**config.mk**
```make
export PLATFORM = sky130hd
export DESIGN_NAME = mult_operand_issuer_flat
export DESIGN_NICKNAME = d
export VERILOG_FILES = /design/src/rtl/mult_operand_issuer_pkg.sv /design/src/rtl/mult_operand_issuer_if.sv /design/src/rtl/mult_operand_issuer_sync_fifo.sv /design/src/rtl/mult_operand_issuer.sv /design/src/flat_wrapper.sv
export SDC_FILE = /design/constraint.sdc
export NUM_CORES = 1
export LEC_CHECK = 0
export BUFFER_PORTS_ARGS = -buffer_cell sky130_fd_sc_hd__buf_4
export CAP_MARGIN = 0
export CELL_PAD_IN_SITES_DETAIL_PLACEMENT = 1
export CELL_PAD_IN_SITES_GLOBAL_PLACEMENT = 2
export CORE_MARGIN = 8
export CORE_UTILIZATION = 35
export DETAILED_ROUTE_END_ITERATION = 12
export PLACE_DENSITY_LB_ADDON = 0.1
export SETUP_SLACK_MARGIN = 0.4
export SYNTH_ARGS = -nofsm -noshare
export SYNTH_HDL_FRONTEND = slang
export SYNTH_HIERARCHICAL = 1
export SYNTH_SLANG_ARGS = --single-unit
```
**constraint.sdc**
```tcl
create_clock -name clk -period 3.5 [get_ports clk]
set_input_delay 1.05 -clock clk [delete_from_list [all_inputs] [get_ports clk]]
set_output_delay 1.05 -clock clk [all_outputs]
set_load 0.1 [all_outputs]
```
**src/rtl/mult_operand_issuer_pkg.sv**
```systemverilog
// Shared widths and FSM encoding for the shift-add multiplier front end.
package mult_operand_issuer_pkg;

    localparam int MULT_W  = 16;
    localparam int MCAND_W = 4;
    localparam int PROD_W  = MULT_W + MCAND_W;

    typedef enum logic [1:0] {
        IDLE  = 2'd0,
        START = 2'd1,
        WAIT  = 2'd2,
        HOLD  = 2'd3
    } state_t;

endpackage

```
**src/rtl/mult_operand_issuer_if.sv**
```systemverilog
// Operand intake, result delivery and multiplier link of the operand issuer.
interface mult_operand_issuer_if;
    import mult_operand_issuer_pkg::*;

    logic                in_valid;
    logic                in_ready;
    logic [MULT_W-1:0]   in_mult;
    logic [MCAND_W-1:0]  in_mcand;
    logic                out_valid;
    logic                out_ready;
    logic [PROD_W-1:0]   out_product;
    logic                out_err;
    logic [MULT_W-1:0]   mul_mult;
    logic [MCAND_W-1:0]  mul_mcand;
    logic                mul_st;
    logic [PROD_W-1:0]   mul_product;
    logic                mul_done;

    // The issuer itself is the slave; producer, consumer and multiplier form the master side.
    modport slave (
        input  in_valid, in_mult, in_mcand, out_ready, mul_product, mul_done,
        output in_ready, out_valid, out_product, out_err, mul_mult, mul_mcand, mul_st
    );

    modport master (
        output in_valid, in_mult, in_mcand, out_ready, mul_product, mul_done,
        input  in_ready, out_valid, out_product, out_err, mul_mult, mul_mcand, mul_st
    );

endinterface

```
**src/rtl/mult_operand_issuer_sync_fifo.sv**
```systemverilog
// Single-clock FIFO for operand pairs; full/empty derive from a registered occupancy count.
module mult_operand_issuer_sync_fifo #(
    parameter int WIDTH = 20,
    parameter int DEPTH = 4
) (
    input  logic             clk,
    input  logic             rst_n,
    input  logic             push,
    input  logic             pop,
    input  logic [WIDTH-1:0] wdata,
    output logic [WIDTH-1:0] rdata,
    output logic             full,
    output logic             empty
);

    localparam int AW = $clog2(DEPTH);

    logic [WIDTH-1:0] mem [DEPTH];
    logic [AW-1:0]    wr_ptr;
    logic [AW-1:0]    rd_ptr;
    logic [AW:0]      count;
    logic             do_push;
    logic             do_pop;

    assign do_push = push && !full;
    assign do_pop  = pop && !empty;
    assign full    = (count == (AW+1)'(DEPTH));
    assign empty   = (count == '0);
    assign rdata   = mem[rd_ptr];

    // NOTE: the storage array has no reset; validity is defined purely by pointers and count.
    always_ff @(posedge clk) begin
        if (do_push) mem[wr_ptr] <= wdata;
    end

    // NOTE: sequential state uses non-blocking assignments so all registers update together.
    always_ff @(posedge clk or negedge rst_n) begin
        if (!rst_n) begin
            wr_ptr <= '0;
            rd_ptr <= '0;
            count  <= '0;
        end else begin
            if (do_push) wr_ptr <= wr_ptr + AW'(1);
            if (do_pop)  rd_ptr <= rd_ptr + AW'(1);
            case ({do_push, do_pop})
                2'b10:   count <= count + (AW+1)'(1);
                2'b01:   count <= count - (AW+1)'(1);
                default: count <= count;
            endcase
        end
    end

endmodule

```
**src/rtl/mult_operand_issuer.sv**
```systemverilog
// Buffers operand pairs, issues each to the multiplier with a St pulse, and returns the
// product (or a timeout error) to the downstream consumer.
module mult_operand_issuer
    import mult_operand_issuer_pkg::*;
#(
    parameter int DEPTH   = 4,
    parameter int TIMEOUT = 32
) (
    input logic                  clk,
    input logic                  rst_n,
    mult_operand_issuer_if.slave bus
);

    localparam int             TW         = (TIMEOUT > 1) ? $clog2(TIMEOUT) : 1;
    localparam logic [TW-1:0]  TIMER_LAST = TW'(TIMEOUT - 1);

    state_t             state;
    logic [TW-1:0]      timer;
    logic               fifo_full;
    logic               fifo_empty;
    logic               pop;
    logic [PROD_W-1:0]  fifo_head;

    assign pop          = (state == IDLE) && !fifo_empty;
    assign bus.in_ready = !fifo_full;

    mult_operand_issuer_sync_fifo #(
        .WIDTH (MULT_W + MCAND_W),
        .DEPTH (DEPTH)
    ) u_fifo (
        .clk   (clk),
        .rst_n (rst_n),
        .push  (bus.in_valid),
        .pop   (pop),
        .wdata ({bus.in_mult, bus.in_mcand}),
        .rdata (fifo_head),
        .full  (fifo_full),
        .empty (fifo_empty)
    );

    always_ff @(posedge clk or negedge rst_n) begin
        if (!rst_n) begin
            state           <= IDLE;
            timer           <= '0;
            bus.mul_mult    <= '0;
            bus.mul_mcand   <= '0;
            bus.mul_st      <= 1'b0;
            bus.out_valid   <= 1'b0;
            bus.out_product <= '0;
            bus.out_err     <= 1'b0;
        end else begin
            case (state)
                IDLE: begin
                    if (!fifo_empty) begin
                        bus.mul_mult  <= fifo_head[PROD_W-1:MCAND_W];
                        bus.mul_mcand <= fifo_head[MCAND_W-1:0];
                        bus.mul_st    <= 1'b1;
                        state         <= START;
                    end
                end
                START: begin
                    // Done is deliberately not looked at here: a trailing Done from the previous job must not complete this one.
                    bus.mul_st <= 1'b0;
                    timer      <= '0;
                    state      <= WAIT;
                end
                WAIT: begin
                    if (bus.mul_done) begin
                        bus.out_product <= bus.mul_product;
                        bus.out_err     <= 1'b0;
                        bus.out_valid   <= 1'b1;
                        state           <= HOLD;
                    end else if (timer == TIMER_LAST) begin
                        bus.out_product <= '0;
                        bus.out_err     <= 1'b1;
                        bus.out_valid   <= 1'b1;
                        state           <= HOLD;
                    end else begin
                        timer <= timer + TW'(1);
                    end
                end
                HOLD: begin
                    if (bus.out_ready) begin
                        bus.out_valid <= 1'b0;
                        state         <= IDLE;
                    end
                end
                default: state <= IDLE;
            endcase
        end
    end

endmodule

```
**src/flat_wrapper.sv**
```systemverilog
// flat-port wrapper written by rule: the top's interface ports become plain ports
module mult_operand_issuer_flat import mult_operand_issuer_pkg::*;
#(
    parameter int DEPTH   = 4,
    parameter int TIMEOUT = 32
)
  (clk, rst_n, bus_in_valid, bus_in_mult, bus_in_mcand, bus_out_ready, bus_mul_product, bus_mul_done, bus_in_ready, bus_out_valid, bus_out_product, bus_out_err, bus_mul_mult, bus_mul_mcand, bus_mul_st);
  mult_operand_issuer_if bus_i ();
  input logic clk;
  input logic rst_n;
  input wire logic [$bits(bus_i.in_valid)-1:0] bus_in_valid;
  input wire logic [$bits(bus_i.in_mult)-1:0] bus_in_mult;
  input wire logic [$bits(bus_i.in_mcand)-1:0] bus_in_mcand;
  input wire logic [$bits(bus_i.out_ready)-1:0] bus_out_ready;
  input wire logic [$bits(bus_i.mul_product)-1:0] bus_mul_product;
  input wire logic [$bits(bus_i.mul_done)-1:0] bus_mul_done;
  output wire logic [$bits(bus_i.in_ready)-1:0] bus_in_ready;
  output wire logic [$bits(bus_i.out_valid)-1:0] bus_out_valid;
  output wire logic [$bits(bus_i.out_product)-1:0] bus_out_product;
  output wire logic [$bits(bus_i.out_err)-1:0] bus_out_err;
  output wire logic [$bits(bus_i.mul_mult)-1:0] bus_mul_mult;
  output wire logic [$bits(bus_i.mul_mcand)-1:0] bus_mul_mcand;
  output wire logic [$bits(bus_i.mul_st)-1:0] bus_mul_st;
  assign bus_i.in_valid = bus_in_valid;
  assign bus_i.in_mult = bus_in_mult;
  assign bus_i.in_mcand = bus_in_mcand;
  assign bus_i.out_ready = bus_out_ready;
  assign bus_i.mul_product = bus_mul_product;
  assign bus_i.mul_done = bus_mul_done;
  assign bus_in_ready = bus_i.in_ready;
  assign bus_out_valid = bus_i.out_valid;
  assign bus_out_product = bus_i.out_product;
  assign bus_out_err = bus_i.out_err;
  assign bus_mul_mult = bus_i.mul_mult;
  assign bus_mul_mcand = bus_i.mul_mcand;
  assign bus_mul_st = bus_i.mul_st;
  mult_operand_issuer #(.DEPTH(DEPTH), .TIMEOUT(TIMEOUT)) u_core (.clk(clk), .rst_n(rst_n), .bus(bus_i));
endmodule
```
==> results of run 1 <==
## metrics by stage
step	hold slack, ns	area, um^2	setup slack [ns]	cells
2_1_floorplan	0.478	5330	1.19	287
3_3_place_gp	0.485	6200	1.06	555
3_5_place_dp	0.484	6200	1.01	555
4_1_cts	0.504	6770	0.821	587
5_1_grt	0.525	6770	0.792	587
6_report	0.496	6770	0.852	587
## cell families after synthesis
group	share of synthesized area, %
simple gates	3.15
mux	13.8
compound gates	5.31
flops	71.9
fa+ha+maj	3.19
xor+xnor	0.987
buf+inv	1.74
## worst min path at each step
| stage | end | slack (ns) |
|---|---|---|
| finish | u_core/bus.out_product[12] | 0.50 |
| global route | u_core/bus.out_product[17] | 0.53 |
| CTS | u_core/bus.out_product[12] | 0.50 |
| detailed placement | u_core/bus.out_product[12] | 0.48 |
| global placement | u_core/bus.out_product[0] | 0.48 |
| floorplan | u_core/u_fifo/count[2] | 0.48 |
## final cells by class
cell class | count | area [um^2]
sequential | 137 | 3830
tap | 188 | 235
clock buffer | 19 | 443
multi-input combinational | 128 | 1410
timing repair buffer | 91 | 683
inverter | 11 | 41.3
fill | 1471 | 8260
clock inverter | 13 | 129
## worst max-delay path: cells and delay by family, from the launching register on
family	cells	cell delay, ns
AND/OR/NAND/NOR	1	0.45
buffers and inverters	3	0.31
flip-flops	1	0.43
## per-layer routing
metal  global-route usage (%)  up-vias
li1                         -     1304
met1                     15.0     1443
met2                     19.3       87
met3                     4.38       10
met4                     5.03        0
met5                        0        -
## synth_stat cells, types with 4 or more instances
library cell,n
edfxtp_1,80
dfrtp_1,57
a22o_1,22
mux2_2,21
mux4_2,20
ha_1,12
inv_1,11
nor2_1,7
buf_2,5
clkbuf_1,5
o21ai_0,5
and3_2,4
nand2_1,4
## sequential cells by signal, indices dropped and copies added (netlist names)
signal                  cells
u_core/timer                5
u_core/u_fifo/mem          80
u_core/bus.out_err          1
u_core/u_fifo/count         3
u_core/bus.out_valid        1
u_core/bus.mul_st           1
u_core/state                2
u_core/bus.out_product     20
u_core/u_fifo/rd_ptr        2
u_core/bus.mul_mcand        4
u_core/u_fifo/wr_ptr        2
u_core/bus.mul_mult        16
==> results_dict.tcl, run 1 <==
set metrics [dict create \
    gp_congestion 0.701 \
    slowest_stage "or3b_4" \
    ys_ff_latch 137 \
    ys_top_cells_by_area "edfxtp_1 45%, dfrtp_1 27%, mux4_2 8.5%, mux2_2 4.4%, a22o_1 3.6%" \
    clock_latency_ns 0.41 \
    fin_crit_ns 2.65 \
    grt.total_usage_pct 12.3 \
    synth_fp_nets 345 \
    num_antenna_cells 0 \
    wl_met1_um 4900 \
    num_vias 2844 \
    dr.max_layer_used "met4" \
    synthFlopType "edfxtp_1" \
    cp_max_fo 6 \
    cap_viol_max_count 0 \
    wl_met2_um 5540 \
    worstPathArrival_ns 1.60 \
    worstMarginPinSlew_ns 0.984 \
    tns_ns 0 \
    hold_viol_final 0 \
    cts.sinks 137 \
    clockRootBuffer "clkbuf_16" \
    layout_commonest_cell "buf_4" \
    cp-start-kind "flop" \
    wl_um 11300 \
    cts_buffer_depth 2 \
    rsz0062_at_grt "no" \
    worstReg2RegEnd "u_core/u_fifo/count[2]" \
    post-route-util_pct 45.0 \
    hp-class "flop to flop" \
    overflow 0 \
    crit_top_cell "inv_1" \
    synthCells 287 \
    antenna_found_initial 0 \
    synth-edff-count 80 \
    grt_max_degree 58 \
    start_util_pct 35.4 \
    port_buffers 88 \
    htreeDepth 4 \
    fmax_mhz 378 \
    drc 0 \
    cts_hold_buf 0 \
    final_max_slew_viol_count 0 \
    whs_path_depth 1 \
    drt_iter0_drc 146 \
    cts_setup_buffers 0 \
    crit_required_ns 2.45 \
    worstSetupEndpointType "primary output" \
    r2r_slack_ns 1.28 \
    slew_headroom_pct 34.4 \
    syn_area_per_cell_um2 18.6 \
    postRouteAntennaNets 0 \
    yosysTopAreaCellShare_pct 45.1 \
    hp-start "u_core/bus.out_product[12]" \
    die_w_um 139 \
    path_cells "or3b_4 > inv_1 > inv_1 > buf_4" \
    die_h_um 139 \
    rows 45 \
    cpPeakStageDelay_ns 0.45 \
    clock_skew_ns 0.00815 \
    cts_buffers 17 \
    finalSetupViolCount 0 \
    finalNetCount 444 \
    met3_length_um 729 \
    syn_to_final_growth_pct 27.1 \
    fin_crit_sh_pct 75.7 \
    yosysTopAreaCell "edfxtp_1" \
    cts_tree "yes" \
    criticalPathCategory "flop to primary output" \
    r2r-start "u_core/u_fifo/count[0]" \
    fp.coreArea_um2 15000 \
    dp.final_hpwl_um 7330 \
    crit_end "bus_in_ready" \
    ys_seq_area_share_pct 71.9 \
    routed_wire_length_per_instance_um 19.3 \
    crit_start "u_core/u_fifo/count[0]" \
    synth.cell_area_um2 5330 \
    final_layout_size_suffix_gt1_share_pct 43.1 \
    io_pins 89 \
    rr_worst_depth 9 \
    synth-warning-count 6 \
    clk_pin_slew_worst_paths_ns 0.05 \
    routed_via_density 4.84 \
    async_reset_ff_share_pct 41.6 \
    first_global_vias 3174 \
    dr.pass1.iters 3 \
    outcome "complete, no violations" \
    grt_pass1_wl_um 18200 \
    ys_types 38 \
    final_cell_mix "91 x buf_4, 80 x edfxtp_1, 57 x dfrtp_1, 22 x a22o_1, 21 x mux2_2" \
    dieArea_um2 19400 \
    cts_resized 0 \
]
Power of run 1 is left out: the tool's default activity adds up to more than one toggle a clock period on the data nets, which glitch-free logic cannot reach.
==> inputs of run 2 (changes only) <==
clock period = 2.71 ns   (was 3.5 ns; I/O delays follow)
==> run 2 against run 1 <==
Compared with the run above: critical path depth stayed put; core utilization is 0.95 points higher; highest routed layer unchanged; largest cell class unchanged; non-clock buffer count is 8 higher; final cell count is 1.4% higher; via count is 4.1% higher; die area stayed put; first-iteration DRC count is 18% lower; worst hold slack worse by 0.010 ns.
==> results_dict.tcl, run 2 (synthesis results as in run 1) <==
set metrics [dict create \
    r2r-start "u_core/u_fifo/count[0]" \
    postRouteAntennaNets 0 \
    dpl.cell_count 557 \
    htreeDepth 4 \
    tns_ns 0 \
    dp.final_hpwl_um 7450 \
    worstPathArrival_ns 1.46 \
    clk_pin_slew_worst_paths_ns 0.06 \
    start_util_pct 35.4 \
    layout_commonest_cell "buf_4" \
    antenna_found_initial 0 \
    fin_cells 595 \
    clock_skew_ns 0.00602 \
    fin_crit_sh_pct 83.9 \
    io_pins 89 \
    fmax_mhz 440 \
    cts_buffer_depth 2 \
    cp_max_fo 2 \
    worstMarginPinSlew_ns 0.804 \
    final_max_slew_viol_count 0 \
    fin_crit_ns 2.27 \
    fp.coreArea_um2 15000 \
    cts.sinks 137 \
    cts_tree "yes" \
    drc 0 \
    hold_viol_final 0 \
    worstReg2RegEnd "u_core/u_fifo/count[2]" \
    final_cell_mix "96 x buf_4, 80 x edfxtp_1, 57 x dfrtp_1, 22 x a22o_1, 21 x mux2_2" \
    final_layout_size_suffix_gt1_share_pct 46.2 \
    num-fill-cells 1432 \
    clock_latency_ns 0.42 \
    rsz0062_at_grt "yes" \
    outcome "complete, no violations" \
    grt_pass1_wl_um 18700 \
    clockRootBuffer "clkbuf_16" \
    die_w_um 139 \
    drt_iter0_drc 120 \
    port_buffers 88 \
    first_global_vias 3317 \
    gp_congestion 0.713 \
    final_cell_area_um2 6910 \
    largest_register_ffs 80 \
    wl_um 11600 \
    dieArea_um2 19400 \
    r2r_slack_ns 0.52 \
    cp-start-kind "flop" \
    cap_viol_max_count 0 \
    rr_worst_depth 10 \
    die_h_um 139 \
    cts_buffers 17 \
    criticalPathCategory "flop to primary output" \
    num_vias 2961 \
    routed_wire_length_per_instance_um 19.5 \
    finalSetupViolCount 0 \
    crit_required_ns 1.90 \
    num_antenna_cells 0 \
    rows 45 \
    worstSetupEndpointType "primary output" \
    largest_register "u_core/u_fifo/mem" \
    finalNetCount 452 \
    overflow 0 \
    slew_headroom_pct 46.4 \
    routed_via_density 4.98 \
    postPlaceCellArea_um2 6220 \
    dr.pass1.iters 6 \
    syn_to_final_growth_pct 29.7 \
    grt_max_degree 58 \
    hp-class "input port to asynchronous set/reset pin" \
    grt.total_usage_pct 12.8 \
    fin_hold_ws_ns 0.486 \
    reg_top3 "u_core/u_fifo/mem x80, u_core/bus.out_product x20, u_core/bus.mul_mult x16" \
]
==> run 2: cell count changes in the layout (fill, tap and decap cells not counted), moves of 2 or more <==
| cell | delta |
|---|---|
| clkinvlp_4 | -2 |
| buf_4 | +5 |
| buf_12 | +2 |
| clkinv_2 | -2 |
| inv_1 | -5 |
| clkinv_1 | -2 |
| inv_2 | +5 |
| clkbuf_1 | +2 |
| ha_1 | -2 |
==> run 2: area by class of cell <==
class | count | area (um^2) | share of cell area, %
multi-input cells | 128 | 1430 | 20.6
well taps | 188 | 235 | 3.40
flip-flops and latches | 137 | 3830 | 55.4
inverters | 11 | 41.3 | 0.597
clock buffers | 22 | 464 | 6.72
repair buffers | 99 | 772 | 11.2
clock inverters | 10 | 144 | 2.08
==> run 2: critical path, stage by stage (launching register included) <==
cell	delay, ns
dfrtp_1	0.38
or3b_4	0.41
inv_2	0.06
inv_2	0.04
buf_12	0.15
==> run 2: worst max path at each step <==
| stage | from | end | slack [ns] | depth (start not counted) |
|---|---|---|---|---|
| global route | u_core/u_fifo/count[0] | bus_in_ready | 0.36 | 4 |
| detailed placement | bus_in_valid | u_core/u_fifo/count[2] | 0.48 | 9 |
| CTS | u_core/u_fifo/count[1] | bus_in_ready | 0.40 | 4 |
| global placement | bus_in_valid | u_core/u_fifo/count[2] | 0.50 | 9 |
| floorplan | u_core/state[0] | u_core/u_fifo/count[2] | 0.40 | 11 |
| finish | u_core/u_fifo/count[0] | bus_in_ready | 0.44 | 4 |
==> run 2: timing repair <==
| action | 4_1_cts | 5_1_grt |
|---|---|---|
| pin swaps | 1 | 4 |
| setup buffers | 4 | 2 |
| cloned | 0 | 0 |
| setup endpoints to repair | 1 | 2 |
| hold buffers | 0 | 0 |
| gates resized for setup | 4 | 9 |
==> run 2: layer usage <==
| metal | part of all wire [%] | global-route usage, % |
|---|---|---|
| met1 | 42 | 15.2 |
| met2 | 49 | 20.7 |
| met3 | 6.4 | 4.00 |
| met4 | 2.0 | 6.59 |
| met5 | 0 | 0 |
==> run 2: metrics by stage <==
step           util [%]  setup WS (ns)
3_5_place_dp       41.4          0.478
3_3_place_gp       41.4          0.504
6_report           46.0          0.436
5_1_grt            46.0          0.363
4_1_cts            45.7          0.400
2_1_floorplan         -          0.400
Power of run 2 is left out for the same reason.
